$ cat src/rtl/fpga_ram_req_ctrl_pkg.sv
// Shared definitions for the FPGA RAM requester controller and its response FIFO.
package fpga_ram_req_ctrl_pkg;

  // Controller phases: wait one cycle after reset, optionally sweep the array, then serve requests.
  typedef enum logic [1:0] {
    RST_WAIT = 2'd0,
    INIT     = 2'd1,
    RUN      = 2'd2
  } ctrl_state_e;

  // The response buffer holds at most this many read results.
  localparam int unsigned RSP_FIFO_DEPTH = 2;

  // Width needed to count 0..RSP_FIFO_DEPTH entries.
  localparam int unsigned RSP_CNT_W = $clog2(RSP_FIFO_DEPTH + 1);

endpackage

$ cat src/rtl/fpga_ram_rsp_fifo.sv
// Two-entry in-order FIFO that buffers read data between the RAM and the response channel.
module fpga_ram_rsp_fifo
  import fpga_ram_req_ctrl_pkg::*;
#(
  parameter int unsigned DATAWIDTH = 32
) (
  input  logic                 clk_i,
  input  logic                 rst_n_i,
  input  logic                 push_i,
  input  logic [DATAWIDTH-1:0] push_data_i,
  input  logic                 pop_i,
  output logic [DATAWIDTH-1:0] head_data_o,
  output logic [RSP_CNT_W-1:0] count_o,
  output logic                 empty_o,
  output logic                 full_o
);

  logic [DATAWIDTH-1:0] entryQ [RSP_FIFO_DEPTH];
  logic                 wrPtrQ;
  logic                 rdPtrQ;
  logic [RSP_CNT_W-1:0] countQ;
  logic [RSP_CNT_W-1:0] countD;

  // Occupancy moves only when exactly one of push/pop happens; both together cancel out.
  always_comb begin
    countD = countQ;
    case ({push_i, pop_i})
      2'b10:   countD = countQ + RSP_CNT_W'(1);
      2'b01:   countD = countQ - RSP_CNT_W'(1);
      default: countD = countQ;
    endcase
  end

  // Storage and pointers; the one-bit pointers toggle between the two slots.
  always_ff @(posedge clk_i or negedge rst_n_i) begin
    if (!rst_n_i) begin
      entryQ <= '{default: '0};
      wrPtrQ <= 1'b0;
      rdPtrQ <= 1'b0;
      countQ <= '0;
    end else begin
      if (push_i) begin
        entryQ[wrPtrQ] <= push_data_i;
      end
      wrPtrQ <= wrPtrQ ^ push_i;
      rdPtrQ <= rdPtrQ ^ pop_i;
      countQ <= countD;
    end
  end

  assign head_data_o = entryQ[rdPtrQ];
  assign count_o     = countQ;
  assign empty_o     = (countQ == '0);
  assign full_o      = (countQ == RSP_CNT_W'(RSP_FIFO_DEPTH));

endmodule

$ cat src/rtl/fpga_ram_req_ctrl.sv
// Owns the single port of a write-first FPGA RAM: optional init sweep after reset,
// then valid/ready read/write requests with buffered read responses.
module fpga_ram_req_ctrl
  import fpga_ram_req_ctrl_pkg::*;
#(
  parameter int unsigned          DATAWIDTH  = 32,
  parameter int unsigned          ADDRWIDTH  = 10,
  parameter bit                   INIT_EN    = 1'b1,
  parameter logic [DATAWIDTH-1:0] INIT_VALUE = '0
) (
  input  logic                 forever_cpuclk,
  input  logic                 cpurst_b,
  input  logic                 req_vld,
  output logic                 req_rdy,
  input  logic                 req_wen,
  input  logic [ADDRWIDTH-1:0] req_addr,
  input  logic [DATAWIDTH-1:0] req_wdata,
  output logic                 rsp_vld,
  input  logic                 rsp_rdy,
  output logic [DATAWIDTH-1:0] rsp_rdata,
  output logic                 init_done,
  output logic [ADDRWIDTH-1:0] ram_addr,
  output logic [DATAWIDTH-1:0] ram_din,
  output logic                 ram_wen,
  input  logic [DATAWIDTH-1:0] ram_dout
);

  localparam int unsigned          MEMDEPTH  = 2 ** ADDRWIDTH;
  localparam logic [ADDRWIDTH-1:0] LAST_ADDR = ADDRWIDTH'(MEMDEPTH - 1);

  ctrl_state_e          stateQ;
  ctrl_state_e          stateD;
  logic [ADDRWIDTH-1:0] sweepCntQ;
  logic [ADDRWIDTH-1:0] sweepCntD;
  logic                 rdInflightQ;

  logic                 fifoEmpty;
  logic                 fifoFull;
  logic [RSP_CNT_W-1:0] fifoCnt;
  logic [2:0]           outstanding;
  logic                 rspPop;
  logic                 reqAccept;
  logic                 rdAccept;

  // Read credit: FIFO entries plus the read still coming out of the RAM must leave room,
  // or a pop this cycle frees one slot (so rsp_rdy feeds req_rdy combinationally).
  assign outstanding = {1'b0, fifoCnt} + {2'b00, rdInflightQ};
  assign rspPop      = rsp_vld & rsp_rdy;
  assign req_rdy     = (stateQ == RUN) & ((outstanding < 3'(RSP_FIFO_DEPTH)) | rspPop);
  assign reqAccept   = req_vld & req_rdy;
  assign rdAccept    = reqAccept & ~req_wen;
  assign init_done   = (stateQ == RUN);

  // Phase sequencing: the sweep counter walks every address once, then RUN is held until reset.
  always_comb begin
    stateD    = stateQ;
    sweepCntD = sweepCntQ;
    case (stateQ)
      RST_WAIT: begin
        sweepCntD = '0;
        stateD    = INIT_EN ? INIT : RUN;
      end
      INIT: begin
        sweepCntD = sweepCntQ + ADDRWIDTH'(1);
        if (sweepCntQ == LAST_ADDR) begin
          stateD = RUN;
        end
      end
      RUN:     stateD = RUN;
      default: stateD = RST_WAIT;
    endcase
  end

  // RAM port mux: sweep writes during INIT, pass-through of the request in RUN; idle RUN cycles read harmlessly.
  always_comb begin
    ram_addr = '0;
    ram_din  = '0;
    ram_wen  = 1'b0;
    case (stateQ)
      INIT: begin
        ram_addr = sweepCntQ;
        ram_din  = INIT_VALUE;
        ram_wen  = 1'b1;
      end
      RUN: begin
        ram_addr = req_addr;
        ram_din  = req_wdata;
        ram_wen  = reqAccept & req_wen;
      end
      default: begin
        ram_addr = '0;
        ram_din  = '0;
        ram_wen  = 1'b0;
      end
    endcase
  end

  // Control registers; rdInflight marks the cycle in which ram_dout holds the accepted read's data.
  always_ff @(posedge forever_cpuclk or negedge cpurst_b) begin
    if (!cpurst_b) begin
      stateQ      <= RST_WAIT;
      sweepCntQ   <= '0;
      rdInflightQ <= 1'b0;
    end else begin
      stateQ      <= stateD;
      sweepCntQ   <= sweepCntD;
      rdInflightQ <= rdAccept;
    end
  end

  fpga_ram_rsp_fifo #(
    .DATAWIDTH (DATAWIDTH)
  ) u_rsp_fifo (
    .clk_i       (forever_cpuclk),
    .rst_n_i     (cpurst_b),
    .push_i      (rdInflightQ),
    .push_data_i (ram_dout),
    .pop_i       (rspPop),
    .head_data_o (rsp_rdata),
    .count_o     (fifoCnt),
    .empty_o     (fifoEmpty),
    .full_o      (fifoFull)
  );

  assign rsp_vld = ~fifoEmpty;

  // The credit rule must make a push into a full buffer unreachable.
  noPushWhenFull : assert property (@(posedge forever_cpuclk) disable iff (!cpurst_b)
                                    !(rdInflightQ && fifoFull));

endmodule

$ cat config.mk
export PLATFORM = sky130hd
export DESIGN_NAME = fpga_ram_req_ctrl
export DESIGN_NICKNAME = d
export VERILOG_FILES = /design/src/rtl/fpga_ram_req_ctrl_pkg.sv /design/src/rtl/fpga_ram_rsp_fifo.sv /design/src/rtl/fpga_ram_req_ctrl.sv
export SDC_FILE = /design/constraint.sdc
export NUM_CORES = 1
export LEC_CHECK = 0
export ABC_AREA = 1
export BUFFER_PORTS_ARGS = -buffer_cell sky130_fd_sc_hd__buf_4
export CAP_MARGIN = 25
export CORE_AREA = 2 2 112 114
export CTS_CLUSTER_DIAMETER = 30
export CTS_CLUSTER_SIZE = 12
export DETAILED_ROUTE_END_ITERATION = 6
export DIE_AREA = 0 0 114 116
export HOLD_SLACK_MARGIN = 0.02
export PLACE_DENSITY = 0.63
export SYNTH_ARGS = -nofsm -noshare
export SYNTH_HDL_FRONTEND = slang
export SYNTH_SLANG_ARGS = --single-unit
$ cat constraint.sdc
create_clock -name forever_cpuclk -period 1.5 [get_ports forever_cpuclk]
set_clock_uncertainty 0.1 [all_clocks]
set_input_delay 0.3 -clock forever_cpuclk [delete_from_list [all_inputs] [get_ports forever_cpuclk]]
set_output_delay 0.3 -clock forever_cpuclk [all_outputs]
set_load 0.02 [all_outputs]
==> impl_metrics.env, run 1 <==
export IMPL_yosys_cell_types_count=27
export IMPL_grt_overflow_total=0
export IMPL_synth_common_cells="nand2_1, inv_1, dfrtp_1, o21ai_0, mux2_2"
export IMPL_relSlewSlack_pct=80.64
export IMPL_diodes=0
export IMPL_layout_drive_gt1_share_pct=56.67
export IMPL_synthToLayoutAreaGrowth_pct=77.03
export IMPL_drc=0
export IMPL_vias=3985
export IMPL_ir_worst_vdd_uv=548.2
export IMPL_synth_top_area_share_pct=49.23
export IMPL_end_kind="primary output"
export IMPL_synth_avg_cell_area_sq_um=8.268
export IMPL_die_x_microns=114
export IMPL_dr_pass1_iters=4
export IMPL_ys_warn_count=0
export IMPL_grt_pass1_wl_mm=19.38
export IMPL_layout_setup_ws_ns=-0.4671
export IMPL_status="complete, but fails checks"
export IMPL_fillCellCount=983
export IMPL_postLayoutCoreUtil_pct=61.20
export IMPL_rsz0062_at_grt="true"
export IMPL_cts_buffers=9
export IMPL_io_buffer_count=156
export IMPL_path_class="reg2out"
export IMPL_rows=40
export IMPL_synth_area_leaders="dfrtp_1, nand2_1, o21ai_0"
export IMPL_hold_class="in2reg"
export IMPL_ioPinCount=157
export IMPL_antenna_found_initial=0
export IMPL_synth_ff_type="dfrtp_1"
export IMPL_ant_nets=0
export IMPL_dieHeight_microns=116
export IMPL_cp_required_ns=1.10
export IMPL_syn_num_nets=584
export IMPL_cts_buffer_depth=2
export IMPL_die_area_sq_um=13220
export IMPL_clockRootBuffer="clkbuf_16"
export IMPL_fin_setup_tns_ns=-28.12
export IMPL_synthesis_area_sq_um=4118
export IMPL_finalMaxSlewViolations=0
export IMPL_internal_power_w=0.006078
export IMPL_worstMarginPinSlew_ns=0.2888
export IMPL_synthCells=498
export IMPL_p_seq_share_pct=25.2
export IMPL_power_density_nw_per_um2=1246
export IMPL_clkLatencyLatePin_ns=0.33
export IMPL_synth_edf_count=0
export IMPL_post_dp_hpwl_mm=7.823
export IMPL_clkTransAtPathRegs_ns=0.06
export IMPL_cts_sinks=81
export IMPL_synth_seq_cells=81
export IMPL_wl_per_cell_microns=14.96
export IMPL_routed_wl_mm=12.52
export IMPL_synth_area_leader_cell="dfrtp_1"
export IMPL_maxClockFrequency_mhz=508.4
export IMPL_core_area_sq_um=11910
export IMPL_p_leak_nw=3.782
export IMPL_grt_pass1_vias=4100
export IMPL_pwr_share_comb_pct=49.4
export IMPL_p_switching_w=0.003005
export IMPL_drt_iter0_drc=131
export IMPL_synth_most_common_cell="nand2_1"
export IMPL_final_nets=771
export IMPL_maxCapViolCount=0
export IMPL_grtUsageTotal_pct=18.73
export IMPL_timing_final_hold_violations=0
export IMPL_grt_start_max_net_pins=65
export IMPL_cts_tree="built"
export IMPL_via_per_inst=4.761
export IMPL_setup_violations_final=90
export IMPL_cp_max_fo=8
export IMPL_post_route_min_period_ns=1.967
export IMPL_violations="negative setup slack"
export IMPL_min_period_over_period_pct=131.1
export IMPL_crit_arrival_ns=1.57
export IMPL_switching_share_pct=33.08
export IMPL_gp_congestion=0.8151
export IMPL_p_clk_share_pct=25.4
export IMPL_synth_yosys_seq_area_share_pct=49.23
export IMPL_async_reset_ff_share_pct=100.0
export IMPL_cts_htree_levels=3
export IMPL_startpoint_type="flop"
export IMPL_initial_core_util_pct=34.57
-- layout make-up --
class	instances	area, sq um	area share, %
clock inverter	5	80.08	1.099
sequential	81	2028	27.82
clock buffer	11	232.7	3.193
multi-input combinational	302	2370	32.51
inverter	89	344.1	4.720
timing repair buffer	202	2051	28.13
tap	147	183.9	2.523
-- routing by layer --
metal	part of all wire [%]	GRT usage [%]
met5	0	0
met1	39	20.79
met4	1.5	7.236
met2	54	34.80
met3	5.5	4.341
-- critical path: stages, from the launching register on --
cell     delay, ns
dfrtp_1       0.40
inv_2         0.07
buf_6         0.09
ha_4          0.18
buf_8         0.15
inv_4         0.06
a21oi_4       0.14
buf_6         0.13
-- logic make-up (layout without fill, tap and decap cells) --
family                   after synthesis  count (layout)  share of synthesized area [%]
AO/OA/AOI/OAI                         87              87                          10.88
XOR/XNOR                               3               3                         0.6382
adder cells (fa/ha/maj)                7               7                          2.127
buffers and inverters                115             307                          11.39
flip-flops                            81              81                          49.23
multiplexers                          32              32                          8.751
AND/OR/NAND/NOR                      173             173                          16.99
-- through the flow --
step                total power [W]  hold slack [ns]  std cells  setup slack, ns  cell area (sq um)
finish                     0.009082          0.08045        837          -0.4671               7289
global route               0.009440          0.08334        837          -0.5345               7289
CTS                        0.008842          0.07255        833          -0.4711               6922
detailed placement         0.004719          0.07290        795          -0.2036               5742
global placement           0.004701          0.07079        795          -0.1839               5742
floorplan                  0.003502         -0.09559        498         -0.09551               4332
-- layout by cell type, fill, tap and decap left out, types with 3 or more instances in the layout --
cell and count:
a21oi_4 11, buf_12 10, buf_16 6, buf_4 118, buf_6 59, buf_8 6, clkbuf_16 10, dfrtp_1 80
ha_2 3, ha_4 3, inv_1 49, inv_2 37, mux2_2 30, nand2_1 102, nand2_2 22, nand2_4 25
nand3_1 10, nand4_1 3, nor2_1 4, o21ai_0 33, o21ai_1 4, o21ai_2 9, o21ai_4 24
-- flip-flops by register name, indices dropped and copies added, names as in the netlist --
register / count
u_rsp_fifo.wrPtrQ: 1
u_rsp_fifo.entryQ: 64
rdInflightQ: 1
u_rsp_fifo.count_o: 2
sweepCntQ: 10
u_rsp_fifo.rdPtrQ: 1
stateQ: 2
-- power groups by stage --
stage | Sequential (W) | Clock [W] | Combinational, W
after floorplan | 0.00230 | 0 | 0.00121
after global placement | 0.00232 | 0 | 0.00238
after detailed placement | 0.00233 | 0 | 0.00239
after CTS | 0.00228 | 0.00237 | 0.00420
after global routing | 0.00230 | 0.00246 | 0.00468
final | 0.00229 | 0.00231 | 0.00449
-- what timing repair did --
action                                 4_1_cts  5_1_grt
pin swaps                                   33       24
setup endpoints to repair                   88       91
setup buffers                               12        6
gates resized for setup                    167       87
cloned                                       8        1
hold buffers                                 2        0
endpoints found under the hold margin       82        0
-- path summary, 6_finish.rpt --
path | from | endpoint | slack (ns) | cells past startpoint
max | stateQ[1] | ram_wen | -0.47 | 7
min | ram_dout[2] | u_rsp_fifo.entryQ[34] | 0.08 | 3
max reg2reg | stateQ[1] | sweepCntQ[6] | -0.15 | 9
min reg2reg | u_rsp_fifo.entryQ[5] | u_rsp_fifo.entryQ[5] | 0.40 | 1
max in group asynchronous | cpurst_b | u_rsp_fifo.entryQ[1] | 0.55 | 3
min in group asynchronous | cpurst_b | u_rsp_fifo.entryQ[48] | 0.27 | 2
Note: power is estimated with default switching activity, not from simulation.
==> run 2, diff against run 1 <==
CORE_AREA = 8 8 118 120   (was 2 2 112 114)
DIE_AREA = 0 0 126 128   (was 0 0 114 116)
==> impl_metrics.env, run 2 (synthesized netlist as in run 1, its figures left out) <==
export IMPL_status="complete, but fails checks"
export IMPL_violations="negative setup slack"
export IMPL_min_period_over_period_pct=131.4
export IMPL_vias=4010
export IMPL_grtUsageTotal_pct=15.79
export IMPL_multi_input_area_sq_um=2349
export IMPL_grt_overflow_total=0
export IMPL_core_area_sq_um=12210
export IMPL_maxClockFrequency_mhz=507.4
export IMPL_fillCellCount=1036
export IMPL_cts_buffers=9
export IMPL_top_register="u_rsp_fifo.entryQ"
export IMPL_clkTransAtPathRegs_ns=0.06
export IMPL_layout_setup_ws_ns=-0.4707
export IMPL_final_common_cell="buf_4"
export IMPL_path_class="reg2out"
export IMPL_dieHeight_microns=128
export IMPL_cp_required_ns=1.10
export IMPL_wl_per_cell_microns=15.82
export IMPL_grt_pass1_wl_mm=20.67
export IMPL_startpoint_type="flop"
export IMPL_rsz0062_at_grt="true"
export IMPL_maxCapViolCount=0
export IMPL_post_dp_hpwl_mm=8.647
export IMPL_ioPinCount=157
export IMPL_post_route_min_period_ns=1.971
export IMPL_r2r_slack_ns=-0.12
export IMPL_synthToLayoutAreaGrowth_pct=76.27
export IMPL_rows=41
export IMPL_clockRootBuffer="clkbuf_16"
export IMPL_antenna_found_initial=0
export IMPL_ant_nets=0
export IMPL_hold_ws_ns=0.08676
export IMPL_clkLatencyLatePin_ns=0.33
export IMPL_p_total_w=0.008867
export IMPL_ff_latch_area_sq_um=2029
export IMPL_ir_worst_vdd_uv=613.4
export IMPL_crit_arrival_ns=1.57
export IMPL_grt_pass1_vias=4271
export IMPL_io_buffer_count=156
export IMPL_die_area_sq_um=16130
export IMPL_relSlewSlack_pct=70.04
export IMPL_dr_pass1_iters=5
export IMPL_largest_register_ffs=64
export IMPL_initial_core_util_pct=33.73
export IMPL_layout_common_cells="buf_4, nand2_1, dfrtp_1"
export IMPL_cts_buffer_depth=2
export IMPL_power_density_nw_per_um2=1222
export IMPL_diodes=0
export IMPL_cp_max_fo=8
export IMPL_layout_drive_gt1_share_pct=58.55
export IMPL_drc=0
export IMPL_end_kind="primary output"
export IMPL_worstMarginPinSlew_ns=0.4494
export IMPL_drt_iter0_drc=250
export IMPL_cts_htree_levels=3
export IMPL_timing_final_hold_violations=0
export IMPL_reg_largest_list="u_rsp_fifo.entryQ: 64 flops, sweepCntQ: 10 flops"
export IMPL_routed_wl_mm=13.29
export IMPL_setup_violations_final=85
export IMPL_finalMaxSlewViolations=0
export IMPL_gp_congestion=0.8174
export IMPL_cts_tree="built"
export IMPL_grt_start_max_net_pins=82
export IMPL_hold_class="in2reg"
export IMPL_p_leak_nw=3.791
export IMPL_die_x_microns=126
export IMPL_via_per_inst=4.774
export IMPL_final_nets=772
export IMPL_cts_sinks=81
==> run 2: changes by cell type in the layout (fill, tap and decap cells not counted), moves of 2 or more <==
cell,change
o21ai_4,-7
nand2_2,+15
nand2_1,-14
inv_1,+2
buf_6,+5
buf_8,-4
clkbuf_1,-2
buf_4,-2
o21ai_0,+2
o21ai_2,+5
==> run 2: routing by layer <==
layer | GRT usage [%] | wire length (microns) | vias to the layer above
met4 | 3.609 | 132 | 0
li1 | - | - | 1928
met3 | 6.406 | 1112 | 11
met2 | 26.65 | 6668 | 142
met5 | 0 | 0 | -
met1 | 18.40 | 5374 | 1929
==> run 2: repair_timing <==
| item | in CTS | in global routing |
|---|---|---|
| hold endpoints to repair | 82 | 0 |
| cloned | 8 | 1 |
| resized for setup | 126 | 125 |
| buffers inserted | 12 | 9 |
| hold buffers | 2 | 0 |
| pin swaps | 12 | 20 |
| endpoints found under the setup margin | 82 | 90 |
==> run 2: worst paths after layout <==
check,start,end,depth (start not counted)
worst min-delay path,ram_dout[4],u_rsp_fifo.entryQ[36],3
worst max-delay path,stateQ[1],ram_addr[4],6
max in group asynchronous,cpurst_b,u_rsp_fifo.entryQ[27],3
min in group asynchronous,cpurst_b,u_rsp_fifo.entryQ[46],3
worst max register to register,stateQ[1],sweepCntQ[6],9
worst min register to register,u_rsp_fifo.entryQ[2],u_rsp_fifo.entryQ[2],1
==> run 2: area by class of cell <==
class                   count  share of cell area [%]
clock inverters             5                  0.7757
repair inverters            1                 0.08619
repair buffers            202                   28.27
clock buffers              10                   3.293
multi-input cells         302                   32.36
inverters                  89                   4.672
flip-flops and latches     81                   27.96
well taps                 150                   2.586
==> run 2: metrics by stage <==
step / worst slack (ns) / TNS [ns] / cells / cell area [sq um] / util (%)
global route: -0.5435 / -33.87 / 840 / 7258 / 59.45
CTS: -0.4631 / -29.89 / 836 / 6761 / 55.38
global placement: -0.1997 / -4.300 / 799 / 5753 / 47.12
floorplan: -0.09551 / -1.863 / 498 / 4332 / -
finish: -0.4707 / -29.09 / 840 / 7258 / 59.45
detailed placement: -0.2132 / -5.455 / 799 / 5753 / 47.12
==> run 2: where the power goes <==
part           switching (W)  internal [W]
Combinational        0.00209       0.00232
Sequential         0.0000549       0.00223
Clock               0.000847       0.00132
Total                0.00299       0.00588
==> run 2: critical path, cell delays in order, from the launching register on <==
cell and delay (ns):
dfrtp_1 0.38, buf_6 0.12, ha_4 0.22, buf_8 0.16, nand2_1 0.10, a21oi_4 0.14, buf_6 0.13
